[src/rtl/present_dec_core.sv]
`default_nettype none
// ============================================================================
// Module   : present_dec_core
// Brief    : Iterative PRESENT-80 decryption core, one round per clock.
//            Optional macro PRESENT_DEC_KEYCACHE_EN keeps the last expanded
//            key (input key and K32) so a repeated key skips key expansion.
// Revision : 1.0 - initial release
// ============================================================================
module present_dec_core (
    input  logic        clk,
    input  logic        rst,
    input  logic        start,
    output logic        ready,
    output logic        busy,
    input  logic [63:0] ciphertext,
    input  logic [79:0] key,
    output logic [63:0] plaintext,
    output logic        done
);

    localparam logic [1:0] c_ST_IDLE   = 2'd0;
    localparam logic [1:0] c_ST_KEYEXP = 2'd1;
    localparam logic [1:0] c_ST_WHITEN = 2'd2;
    localparam logic [1:0] c_ST_DEC    = 2'd3;
    localparam logic [4:0] c_RND_LAST  = 5'd31;
    localparam logic [4:0] c_RND_FIRST = 5'd1;

    function automatic logic [3:0] f_sbox(input logic [3:0] x);
        logic [3:0] y;
        case (x)
            4'h0: y = 4'hC;  4'h1: y = 4'h5;  4'h2: y = 4'h6;  4'h3: y = 4'hB;
            4'h4: y = 4'h9;  4'h5: y = 4'h0;  4'h6: y = 4'hA;  4'h7: y = 4'hD;
            4'h8: y = 4'h3;  4'h9: y = 4'hE;  4'hA: y = 4'hF;  4'hB: y = 4'h8;
            4'hC: y = 4'h4;  4'hD: y = 4'h7;  4'hE: y = 4'h1;  default: y = 4'h2;
        endcase
        return y;
    endfunction

    function automatic logic [3:0] f_sbox_inv(input logic [3:0] x);
        logic [3:0] y;
        case (x)
            4'h0: y = 4'h5;  4'h1: y = 4'hE;  4'h2: y = 4'hF;  4'h3: y = 4'h8;
            4'h4: y = 4'hC;  4'h5: y = 4'h1;  4'h6: y = 4'h2;  4'h7: y = 4'hD;
            4'h8: y = 4'hB;  4'h9: y = 4'h4;  4'hA: y = 4'h6;  4'hB: y = 4'h3;
            4'hC: y = 4'h0;  4'hD: y = 4'h7;  4'hE: y = 4'h9;  default: y = 4'hA;
        endcase
        return y;
    endfunction

    // Inverse round without key: undo the bit permutation, then the S-box layer.
    function automatic logic [63:0] f_inv_layer(input logic [63:0] s);
        logic [63:0] p;
        logic [63:0] o;
        for (int i = 0; i < 63; i++) begin
            p[i] = s[(16 * i) % 63];
        end
        p[63] = s[63];
        for (int n = 0; n < 16; n++) begin
            o[4*n +: 4] = f_sbox_inv(p[4*n +: 4]);
        end
        return o;
    endfunction

    logic [1:0]  r_st;
    logic [4:0]  r_rnd;
    logic [79:0] r_key;
    logic [63:0] r_state;
    logic [63:0] r_pt;
    logic        r_done;

    logic [1:0]  w_st_nxt;
    logic [4:0]  w_rnd_nxt;
    logic [79:0] w_key_nxt;
    logic [63:0] w_state_nxt;
    logic [63:0] w_pt_nxt;
    logic        w_done_nxt;

    logic [79:0] w_key_rot;
    logic [79:0] w_key_fwd;
    logic [79:0] w_key_unx;
    logic [79:0] w_key_prev;
    logic [63:0] w_dec_state;

    assign w_key_rot   = {r_key[18:0], r_key[79:19]};
    assign w_key_fwd   = {f_sbox(w_key_rot[79:76]), w_key_rot[75:20],
                          w_key_rot[19:15] ^ r_rnd, w_key_rot[14:0]};
    assign w_key_unx   = {f_sbox_inv(r_key[79:76]), r_key[75:20],
                          r_key[19:15] ^ r_rnd, r_key[14:0]};
    assign w_key_prev  = {w_key_unx[60:0], w_key_unx[79:61]};
    assign w_dec_state = f_inv_layer(r_state) ^ w_key_prev[79:16];

`ifdef PRESENT_DEC_KEYCACHE_EN
    logic [79:0] r_ck_key;
    logic [79:0] r_ck_k32;
    logic        r_ck_valid;
    logic [79:0] w_ck_key_nxt;
    logic [79:0] w_ck_k32_nxt;
    logic        w_ck_valid_nxt;
    logic        w_ck_hit;

    assign w_ck_hit = r_ck_valid && (key == r_ck_key);
`endif

    always_comb begin
        w_st_nxt    = r_st;
        w_rnd_nxt   = r_rnd;
        w_key_nxt   = r_key;
        w_state_nxt = r_state;
        w_pt_nxt    = r_pt;
        w_done_nxt  = 1'b0;
`ifdef PRESENT_DEC_KEYCACHE_EN
        w_ck_key_nxt   = r_ck_key;
        w_ck_k32_nxt   = r_ck_k32;
        w_ck_valid_nxt = r_ck_valid;
`endif
        case (r_st)
            c_ST_IDLE: begin
                if (start) begin
                    w_state_nxt = ciphertext;
                    w_key_nxt   = key;
                    w_rnd_nxt   = c_RND_FIRST;
                    w_st_nxt    = c_ST_KEYEXP;
`ifdef PRESENT_DEC_KEYCACHE_EN
                    if (w_ck_hit) begin
                        w_key_nxt = r_ck_k32;
                        w_st_nxt  = c_ST_WHITEN;
                    end else begin
                        // The entry only becomes valid once this key is fully expanded.
                        w_ck_key_nxt   = key;
                        w_ck_valid_nxt = 1'b0;
                    end
`endif
                end
            end
            c_ST_KEYEXP: begin
                w_key_nxt = w_key_fwd;
                if (r_rnd == c_RND_LAST) begin
                    w_st_nxt = c_ST_WHITEN;
`ifdef PRESENT_DEC_KEYCACHE_EN
                    w_ck_k32_nxt   = w_key_fwd;
                    w_ck_valid_nxt = 1'b1;
`endif
                end else begin
                    w_rnd_nxt = r_rnd + 5'd1;
                end
            end
            c_ST_WHITEN: begin
                w_state_nxt = r_state ^ r_key[79:16];
                w_rnd_nxt   = c_RND_LAST;
                w_st_nxt    = c_ST_DEC;
            end
            default: begin
                w_key_nxt   = w_key_prev;
                w_state_nxt = w_dec_state;
                if (r_rnd == c_RND_FIRST) begin
                    w_pt_nxt   = w_dec_state;
                    w_done_nxt = 1'b1;
                    w_rnd_nxt  = 5'd0;
                    w_st_nxt   = c_ST_IDLE;
                end else begin
                    w_rnd_nxt = r_rnd - 5'd1;
                end
            end
        endcase
    end

    always_ff @(posedge clk) begin
        if (rst) begin
            r_st    <= c_ST_IDLE;
            r_rnd   <= 5'd0;
            r_key   <= 80'd0;
            r_state <= 64'd0;
            r_pt    <= 64'd0;
            r_done  <= 1'b0;
`ifdef PRESENT_DEC_KEYCACHE_EN
            r_ck_key   <= 80'd0;
            r_ck_k32   <= 80'd0;
            r_ck_valid <= 1'b0;
`endif
        end else begin
            r_st    <= w_st_nxt;
            r_rnd   <= w_rnd_nxt;
            r_key   <= w_key_nxt;
            r_state <= w_state_nxt;
            r_pt    <= w_pt_nxt;
            r_done  <= w_done_nxt;
`ifdef PRESENT_DEC_KEYCACHE_EN
            r_ck_key   <= w_ck_key_nxt;
            r_ck_k32   <= w_ck_k32_nxt;
            r_ck_valid <= w_ck_valid_nxt;
`endif
        end
    end

    assign ready     = (r_st == c_ST_IDLE);
    assign busy      = (r_st != c_ST_IDLE);
    assign plaintext = r_pt;
    assign done      = r_done;

endmodule
`default_nettype wire
[config.mk]
export PLATFORM = sky130hd
export DESIGN_NAME = present_dec_core
export DESIGN_NICKNAME = d
export VERILOG_FILES = /design/src/rtl/present_dec_core.sv
export SDC_FILE = /design/constraint.sdc
export NUM_CORES = 1
export LEC_CHECK = 0
export CELL_PAD_IN_SITES_DETAIL_PLACEMENT = 0
export CELL_PAD_IN_SITES_GLOBAL_PLACEMENT = 1
export CORE_UTILIZATION = 35
export CTS_BUF_LIST = sky130_fd_sc_hd__clkbuf_4
export DETAILED_ROUTE_END_ITERATION = 10
export GPL_TIMING_DRIVEN = 0
export PLACE_DENSITY = 0.75
export SLEW_MARGIN = 30
export SYNTH_ARGS = -nofsm -noshare
export SYNTH_HDL_FRONTEND = slang
export SYNTH_SLANG_ARGS = --single-unit
[constraint.sdc]
create_clock -name clk -period 3.7 [get_ports clk]
set_clock_uncertainty 0.1 [all_clocks]
set_input_delay 0.74 -clock clk [delete_from_list [all_inputs] [get_ports clk]]
set_output_delay 0.74 -clock clk [all_outputs]
set_load 0.005 [all_outputs]
==> results_dict.tcl <==
set metrics [dict create \
    initial_core_util_pct 35.8 \
    nets 2734 \
    cts_tree "built" \
    gp_congestion 1.01 \
    syn_nets 2427 \
    cp_common_cell "buf_2" \
    drtAntennaViolNets 0 \
    critPathTopFamily "buffers and inverters" \
    status "complete, but fails checks" \
    rows 81 \
    clockBufferDepth 3 \
    setup-violations-final 2 \
    critPathArrivalTime_ns 4.28 \
    critical_path_depth 11 \
    synth.avg_cell_area_um2 8.17 \
    vias 18513 \
    initialDrtViolationCount 2156 \
    max-cap-violations 0 \
    layout_commonest_cell "dfxtp_1" \
    die_x_um 227 \
    start_kind "input pin" \
    syn_to_final_growth_pct 24.6 \
    power.share.combinational_pct 61.7 \
    post-route-drc-count 0 \
    cts_hold_buf 0 \
    grt_pass1_wl_um 122000 \
    critical_path.max_fanout 10 \
    whs_endpoint "plaintext[20]$_SDFFE_PP0P_" \
    p_per_area_nw_per_um2 1130 \
    pwr-share-seq_pct 26.0 \
    yosys_most_used_dff "dfxtp_1" \
    io_pins 214 \
    worstRegToRegCells 15 \
    grt_max_degree 20 \
    peakVddDrop_mv 0.433 \
    synth_edf_count 0 \
    htree_levels 3 \
    gr-usage-all-layers_pct 33.5 \
    clk_pin_slew_worst_paths_ns 0.06 \
    drt_pass1_iterations 6 \
    synth-compound-area-share_pct 26.1 \
    cpMaxStageDelayCell "dlygate4sd2_1" \
    cts_buffers 85 \
    synth_top_family_by_area "compound AO/OA/AOI/OAI gates" \
    antenna_found_initial 6 \
    yosys.area_share.simple_pct 17.0 \
    clkSinkCount 288 \
    holdCritPathClass "reg -> reg" \
    drive_gt1_share_pct 12.7 \
    crit_required_ns 4.27 \
    crit_type "in -> reg" \
    grt_pass1_vias 17784 \
    finalCritPeriodShare_pct 100 \
    synthMuxAreaShare_pct 2.53 \
    netSwitchingPower_mw 13.3 \
    fillers 5019 \
    slew_violations 0 \
    cp-end-kind "flop" \
    yosys_warnings 0 \
    p_clk_share_pct 12.3 \
    min_path_cells 2 \
    fmax_ghz 0.270 \
    internal_power_mw 11.6 \
    wl_per_cell_um 27.3 \
    core_um2 49400 \
    worstSkewPairLatency_ns 0.86 \
    dieHeight_um 227 \
    port_buffers 213 \
    fin_area_um2 22000 \
    p_leak_nw 8.47 \
    sw_frac_of_total_pct 53.5 \
    yosysSeqAreaShare_pct 32.6 \
    worst_slack_ns -0.0102 \
    mostFrequentLayoutCells "dfxtp_1, nand2_1, nor2_1" \
    wl_um 87000 \
    hold_violations 0 \
    via_per_inst 5.80 \
    critPathMaxStageDelay_ns 0.58 \
    synth.distinct_cells 93 \
    final_util_pct 44.6 \
    rrSetupSlack_ns 0.07 \
    dpl.hpwl_um 66900 \
    clockRootBuffer "clkbuf_4" \
    violations "setup timing" \
    rsz0062_at_grt "yes" \
    cp.buffers_inverters 6 \
    synthAdderAreaFrac_pct 8.36 \
    min_period_ns 3.71 \
    rr_startpoint "r_st[0]$_SDFFE_PP0P_" \
    synthArstFlopShare_pct 0 \
    fp.dieArea_um2 51400 \
    dpl_cell_area_um2 20600 \
    worst_pin_slew_ns 0.962 \
    synth_seq_cells 288 \
    synth.cell_area_um2 17700 \
    synth_xor_area_share_pct 7.04 \
    synthCells 2162 \
    crit_chain "dlygate4sd2_1 -> buf_4 -> buf_2 -> buf_2 -> buf_2 -> clkbuf_4 -> nor2_1 -> ha_1 -> and2_1 -> o31ai_1 -> a21oi_1" \
    grt-ovfl-total 0 \
    worst_hold_startpoint "plaintext[20]$_SDFFE_PP0P_" \
    relSlewSlack_pct 34.2 \
]
[how the worst max path moves through the flow]
| stage | from | slack [ns] | to |
|---|---|---|---|
| 2_1_floorplan | r_st[0]$_SDFFE_PP0P_ | 0.61 | flop |
| 3_3_place_gp | rst | -1.82 | flop |
| 3_5_place_dp | rst | -1.52 | flop |
| 4_1_cts | r_st[0]$_SDFFE_PP0P_ | 0.04 | flop |
| 5_1_grt | r_st[1]$_SDFFE_PP0P_ | -0.05 | flop |
| 6_report | rst | -0.01 | w_key_fwd[77]$_DFF_P_ |
[power by group through the flow]
stage	Clock, mW	Combinational (mW)	Sequential [mW]
floorplan	0	10.0	5.23
global placement	0	14.2	6.37
detailed placement	0	14.4	6.37
CTS	3.10	14.8	6.31
global route	3.27	16.4	6.44
finish	3.07	15.4	6.46
[tightest hold or removal path: stages, from the launching register on]
cell and delay [ns]:
dfxtp_1 0.31, nand2_1 0.05, a21oi_1 0.05
[area by class of cell]
type | count | area (um^2) | share of cell area [%]
flip-flops and latches | 288 | 5770 | 26.2
well taps | 664 | 831 | 3.77
repair buffers | 222 | 2210 | 10.0
diodes | 5 | 12.5 | 0.0568
plain buffers | 158 | 867 | 3.94
clock inverters | 26 | 159 | 0.721
clock buffers | 114 | 856 | 3.89
multi-input cells | 1636 | 11000 | 50.0
inverters | 78 | 299 | 1.36
[synthesized netlist by cell type, drive strengths merged (58+ instances only)]
library cell	number	area share, %
a211oi	64	2.7
a21oi	174	5.0
buf	89	3.1
clkbuf	71	1.5
dfxtp	288	33
ha	118	8.4
inv	77	1.6
nand2	257	5.6
nor2	257	5.6
o211ai	82	3.5
o21ai	129	3.7
xnor2	58	2.9
xor2	84	4.2
[per-layer routing]
metal  part of all wire [%]  wire [um]  vias up  track usage, %
met5                   0.16        138        -            1.66
met4                    6.9       6030        6            22.0
met3                     11       9260      282            8.31
met2                     43      37100     1118            50.8
met1                     40      34500     8794            42.0
li1                       -          -     8313               -
[through the flow]
| stage | std cells | setup WS (ns) | hold slack [ns] | power [mW] | setup TNS [ns] |
|---|---|---|---|---|---|
| floorplan | 2162 | 0.609 | 0.353 | 15.2 | 0 |
| global placement | 3039 | -1.82 | 0.345 | 20.6 | -118.94 |
| detailed placement | 3039 | -1.52 | 0.349 | 20.7 | -106.07 |
| CTS | 3182 | 0.0408 | 0.359 | 24.2 | 0 |
| global route | 3188 | -0.0533 | 0.387 | 26.1 | -0.0736 |
| finish | 3191 | -0.0102 | 0.356 | 24.9 | -0.0151 |
[kinds of logic after synthesis]
family,count (synthesis)
simple gates,685
compound gates,648
flops,288
buf+inv,238
xor+xnor,142
fa+ha+maj,118
mux,43
[repair_timing]
| item | in CTS | in global routing |
|---|---|---|
| gates cloned | 0 | 0 |
| pin swaps | 2 | 2 |
| gates resized for setup | 48 | 26 |
| setup buffers | 5 | 4 |
| endpoints found under the setup margin | 67 | 28 |
No activity file was read; power rests on OpenSTA's default activity.
